`src/rtl/rsp_xarb.sv`:
```
// Response-path allocator: per-target round-robin arbitration with packet lock.
// Drives the crossbar one-hot requests and carries valid/ready around the datapath.
module rsp_xarb #(
  parameter int NI = 5,
  parameter int NT = 3,
  parameter logic [NI*NT-1:0] CONN = 15'h4E4C,
  localparam int TW = (NT > 1) ? $clog2(NT) : 1,
  localparam int IW = (NI > 1) ? $clog2(NI) : 1
) (
  input  logic             clk,
  input  logic             rst_n,
  input  logic [NI-1:0]    src_valid,
  input  logic [NI*TW-1:0] src_dst,
  input  logic [NI-1:0]    src_last,
  output logic [NI-1:0]    src_ready,
  input  logic [NT-1:0]    tgt_ready,
  output logic [NT-1:0]    tgt_valid,
  output logic [NI*NT-1:0] I_req,
  output logic [NI-1:0]    err_unroutable
);

  typedef enum logic {IDLE = 1'b0, LOCKED = 1'b1} state_e;

  state_e        state_q [NT];
  state_e        state_d [NT];
  logic [IW-1:0] owner_q [NT];
  logic [IW-1:0] owner_d [NT];
  logic [IW-1:0] rr_q    [NT];
  logic [IW-1:0] rr_d    [NT];
  logic [NI-1:0] err_q, err_d;

  logic [TW-1:0] dst [NI];
  logic [NI-1:0] owns_any, routable, elig;
  logic [NT-1:0] any_elig, xfer;
  logic [IW-1:0] pick [NT];
  logic [IW:0]   cand_sum;

  genvar gi;
  for (gi = 0; gi < NI; gi++) begin : g_dst
    assign dst[gi] = src_dst[gi*TW +: TW];
  end

  // Arbitration only ever looks at registered ownership, so src_dst never reaches I_req.
  always_comb begin
    owns_any = '0;
    for (int t = 0; t < NT; t++) begin
      if (state_q[t] == LOCKED) owns_any[owner_q[t]] = 1'b1;
    end
  end

  always_comb begin
    routable = '0;
    for (int k = 0; k < NI; k++) begin
      for (int t = 0; t < NT; t++) begin
        if (dst[k] == TW'(t) && CONN[k*NT+t]) routable[k] = 1'b1;
      end
    end
  end

  always_comb begin
    elig     = '0;
    cand_sum = '0;
    any_elig = '0;
    for (int t = 0; t < NT; t++) begin
      pick[t] = '0;
      for (int k = 0; k < NI; k++) begin
        elig[k] = src_valid[k] && (dst[k] == TW'(t)) && CONN[k*NT+t] && !owns_any[k];
      end
      for (int i = 0; i < NI; i++) begin
        cand_sum = {1'b0, rr_q[t]} + (IW+1)'(i);
        if (cand_sum >= (IW+1)'(NI)) cand_sum = cand_sum - (IW+1)'(NI);
        if (!any_elig[t] && elig[cand_sum[IW-1:0]]) begin
          any_elig[t] = 1'b1;
          pick[t]     = cand_sum[IW-1:0];
        end
      end
    end
  end

  always_ff @(posedge clk or negedge rst_n) begin
    if (!rst_n) begin
      for (int t = 0; t < NT; t++) begin
        state_q[t] <= IDLE;
        owner_q[t] <= '0;
        rr_q[t]    <= '0;
      end
      err_q <= '0;
    end else begin
      for (int t = 0; t < NT; t++) begin
        state_q[t] <= state_d[t];
        owner_q[t] <= owner_d[t];
        rr_q[t]    <= rr_d[t];
      end
      err_q <= err_d;
    end
  end

  always_comb begin
    for (int t = 0; t < NT; t++) begin
      state_d[t] = state_q[t];
      owner_d[t] = owner_q[t];
      rr_d[t]    = rr_q[t];
      case (state_q[t])
        IDLE: begin
          if (any_elig[t]) begin
            state_d[t] = LOCKED;
            owner_d[t] = pick[t];
          end
        end
        LOCKED: begin
          if (xfer[t] && src_last[owner_q[t]]) begin
            state_d[t] = IDLE;
            rr_d[t]    = (owner_q[t] == IW'(NI-1)) ? '0 : owner_q[t] + 1'b1;
          end
        end
        default: state_d[t] = IDLE;
      endcase
    end
    err_d = err_q | (src_valid & ~routable);
  end

  always_comb begin
    I_req     = '0;
    tgt_valid = '0;
    src_ready = '0;
    xfer      = '0;
    for (int t = 0; t < NT; t++) begin
      if (state_q[t] == LOCKED) begin
        I_req[int'(owner_q[t])*NT + t] = 1'b1;
        tgt_valid[t]                   = src_valid[owner_q[t]];
        src_ready[owner_q[t]]          = tgt_ready[t];
        xfer[t]                        = src_valid[owner_q[t]] & tgt_ready[t];
      end
    end
  end

  assign err_unroutable = err_q;

`ifndef SYNTHESIS
  for (gi = 0; gi < NI; gi++) begin : g_src_chk
    a_row_onehot0 : assert property (@(posedge clk) disable iff (!rst_n)
      $onehot0(I_req[gi*NT +: NT]));
    a_dst_stable : assert property (@(posedge clk) disable iff (!rst_n)
      (src_valid[gi] && !src_ready[gi]) |=> (!src_valid[gi] || $stable(src_dst[gi*TW +: TW])));
  end
  for (gi = 0; gi < NT; gi++) begin : g_tgt_chk
    logic [NI-1:0] col;
    always_comb begin
      col = '0;
      for (int k = 0; k < NI; k++) col[k] = I_req[k*NT + gi];
    end
    a_col_onehot0 : assert property (@(posedge clk) disable iff (!rst_n) $onehot0(col));
  end
`endif

endmodule

```
`config.mk`:
```
export PLATFORM = sky130hd
export DESIGN_NAME = rsp_xarb
export DESIGN_NICKNAME = d
export VERILOG_FILES = /design/src/rtl/rsp_xarb.sv
export SDC_FILE = /design/constraint.sdc
export NUM_CORES = 1
export LEC_CHECK = 0
export ABC_CLOCK_PERIOD_IN_PS = 5700
export CAP_MARGIN = 15
export CORE_MARGIN = 5
export CORE_UTILIZATION = 48
export DETAILED_ROUTE_END_ITERATION = 8
export GPL_ROUTABILITY_DRIVEN = 0
export PLACE_DENSITY = 0.8
export SETUP_SLACK_MARGIN = 0.5
export SLEW_MARGIN = 25
export SYNTH_ARGS = -nofsm -noshare
export SYNTH_HDL_FRONTEND = slang
export SYNTH_SLANG_ARGS = --single-unit
export TNS_END_PERCENT = 5
```
`constraint.sdc`:
```
create_clock -name clk -period 5.7 [get_ports clk]
set_input_delay 1.14 -clock clk [delete_from_list [all_inputs] [get_ports clk]]
set_output_delay 1.14 -clock clk [all_outputs]
set_load 0.01 [all_outputs]
```
==> results.py <==
metrics = {
    "status": {
        "outcome": "finished clean",
    },
    "setup_path": {
        "criticalPathCategory": "flop to output port",
        "slowest_delay_ns": 0.57,
        "worstSetupStartpointType": "flop",
        "critical_path.max_fanout": 9,
        "crit_arrival_ns": 3.29,
        "cp.required_ns": 4.56,
        "setup.worst_path.start": "owner_q[1]",
        "critPathMostFrequentCell": "ha_1",
        "rr_startpoint": "rr_q[0]",
        "end_kind": "output port",
        "crit_path_cell_trace": "inv_1 -> ha_1 -> ha_1 -> ha_1 -> nor3b_1 -> and2_1 -> a31oi_1 -> o21ai_0 -> clkdlybuf4s50_1",
        "cp_max_stage_cell": "clkdlybuf4s50_1",
    },
    "clock_tree": {
        "clock_tree.htree_level_count": 1,
        "post_cts_buffers": 0,
        "postCtsHoldBufs": 0,
        "cts_buffers": 3,
        "clkSinkCount": 26,
        "cts_tree": "done",
        "clkSlewWorstSetupHoldPaths_ns": 0.11,
        "root_buffer": "clkbuf_8",
        "cts_resized": 0,
        "cts_max_path_buffers": 2,
        "clock_insertion_delay_worst_skew_ns": 0.28,
    },
    "die": {
        "top_level_pins": 53,
        "die-height_um": 104,
        "dieArea_um2": 10800,
        "dieWidth_um": 104,
        "core_region_area_um2": 8680,
        "initial_utilization_pct": 48.8,
        "rows": 34,
    },
    "timing": {
        "timing.clock.skew_ns": 0.00367,
        "sum_neg_setup_slack_ns": 0,
        "slew_at_the_pin_closest_to_its_max_slew_limit_ns": 0.627,
        "worst_slew_margin_rel_pct": 57.9,
        "layout_min_cycle_time_ns": 4.43,
        "hold_viol_final": 0,
        "number_of_max_slew_violations_in_the_final_report": 0,
        "min_period_over_period_pct": 77.7,
        "rsz0062_at_grt": "false",
        "maxClockFrequency_mhz": 226,
        "finalSetupViolations": 0,
    },
    "final_layout": {
        "final.fill_count": 801,
        "proportion_of_layout_cells_with_a_drive_suffix_above_1_pct": 9.27,
        "insertedDiodeCount": 0,
        "fin_nets": 636,
        "final_cells": 658,
        "area_growth_pct": 15.3,
        "layout.cells.most_common_list": "59 x nand2_1, 55 x ha_1, 52 x clkdlybuf4s50_1",
        "multi_input_gate_area_um2": 3380,
        "final-seq-area_um2": 651,
        "final_common_cell": "nand2_1",
    },
    "route": {
        "drc_errors": 0,
        "route.detailed.vias_per_inst": 6.19,
        "firstDrtPassIters": 5,
        "vias": 4076,
        "totalWireLength_mm": 11.3,
        "avgRoutedWirePerCell_um": 17.1,
        "ant_nets": 0,
        "drt_iter0_markers": 307,
    },
    "grt": {
        "vias_in_the_first_global_route": 3998,
        "globalRouteTotalUtil_pct": 19.8,
        "antenna_violations_before_repair": 0,
        "overflow": 0,
        "first_pass_grt_wire_length_mm": 18.5,
        "largest_net_degree_at_the_start_of_global_routing": 27,
    },
    "synthesis": {
        "ys_types": 86,
        "synth_flop_cell": "dfrtp_1",
        "synthTopCellsByArea": "ha_1 16%, dfrtp_1 15%, nand2_1 5.2%",
        "synth_enable_flop_cells": 0,
        "syn_area_um2": 4240,
        "netlist.area_leader.share_pct": 16.2,
        "postSynthAreaPerCell_um2": 8.41,
        "synth_top_area_cell": "ha_1",
        "proportion_of_synthesized_chip_area_in_sequential_cells_pct": 15.3,
        "syn-instance-count": 504,
        "synth.ff_latch_count": 26,
        "synth.net_count": 589,
        "postSynth.asyncResetShare_pct": 100,
        "synth_warnings": 0,
    },
    "power": {
        "vdd_ir_drop_max_mv": 0.251,
        "seqPwrFrac_pct": 15.3,
        "switchingPower_uw": 1590,
        "swShare_pct": 53.7,
        "power.internal_uw": 1370,
        "power.density_cell_area_nw_per_um2": 606,
        "clk_pwr_share_pct": 5.5,
        "power.leakage_uw": 0.00205,
        "p_comb_share_pct": 79.2,
    },
    "min_path": {
        "hold_path_startpoint": "err_unroutable[4]",
        "hold_path.class": "flop to flop",
    },
    "placed_design": {
        "placement.io_buffers": 52,
        "placed_cells": 654,
        "place_hpwl_mm": 9.03,
    },
    "job": {
        "drv.max_cap_violation_count": 0,
    },
}
## flip-flops by register name, summed over array words and instances, names as in the netlist
signal          flops
state_q             3
rr_q                9
err_unroutable      5
owner_q             9
## path summary, 6_finish.rpt
path / end / slack [ns] / cells past startpoint
max: I_req[13] / 1.27 / 9
min: err_unroutable[4] / 0.47 / 1
max reg2reg: owner_q[1] / 2.35 / 11
min reg2reg: err_unroutable[4] / 0.47 / 1
max in group asynchronous: rr_q[1] / 4.22 / 2
min in group asynchronous: rr_q[6] / 1.22 / 2
## synth_stat cells (7+ instances only)
cell type  instances
a211oi_1           8
a21o_1            10
a21oi_1           26
a31oi_1            8
dfrtp_1           26
ha_1              55
inv_1             31
mux2i_1           11
nand2_1           59
nand2b_1          16
nand3_1           22
nor2_1            35
nor2b_1            7
nor3_1            12
o21ai_0           24
o221ai_1          13
xnor2_1            8
## per-stage QoR
stage	power [uW]	utilization [%]	setup WS (ns)	hold WS (ns)	area, um^2
after floorplan	2120	-	2.45	0.493	4240
after global placement	2670	55.5	1.54	0.449	4820
after detailed placement	2760	55.5	1.54	0.446	4820
after CTS	2930	56.3	1.30	0.471	4890
after global routing	3220	56.3	1.04	0.484	4890
final	2960	56.3	1.27	0.468	4890
## logic make-up after synthesis
logic type               synth area share (%)
AO/OA/AOI/OAI                            26.3
buffers and inverters                    4.84
adder cells (fa/ha/maj)                  18.6
flip-flops                               15.3
XOR/XNOR                                 2.07
multiplexers                             7.64
AND/OR/NAND/NOR                          25.2
## worst max-delay path, delay by kind of cell (launching register included)
kind            cells  cell delay [ns]
buf+inv             2             0.78
simple gates        2             0.74
fa+ha+maj           3             0.71
compound gates      2             0.21
flops               1             0.56
## power groups by stage
stage,sequential [uW],clock [uW],combinational (uW)
finish,453,164,2350
global route,469,168,2590
CTS,448,164,2320
detailed placement,452,0,2310
global placement,447,0,2220
floorplan,360,0,1760
## metal layers
layer	track usage [%]	part of all wire, %
met3	1.55	3.9
met5	0	0
met4	5.74	1.6
met2	36.7	52
met1	24.3	43
## cell type report
cell class,instances,share of cell area [%]
multi-input cells,435,69.2
well taps,108,2.76
clock inverters,1,0.614
inverters,32,2.46
flip-flops and latches,26,13.3
clock buffers,3,0.845
repair buffers,53,10.8
(Power assumes the default switching activity.)
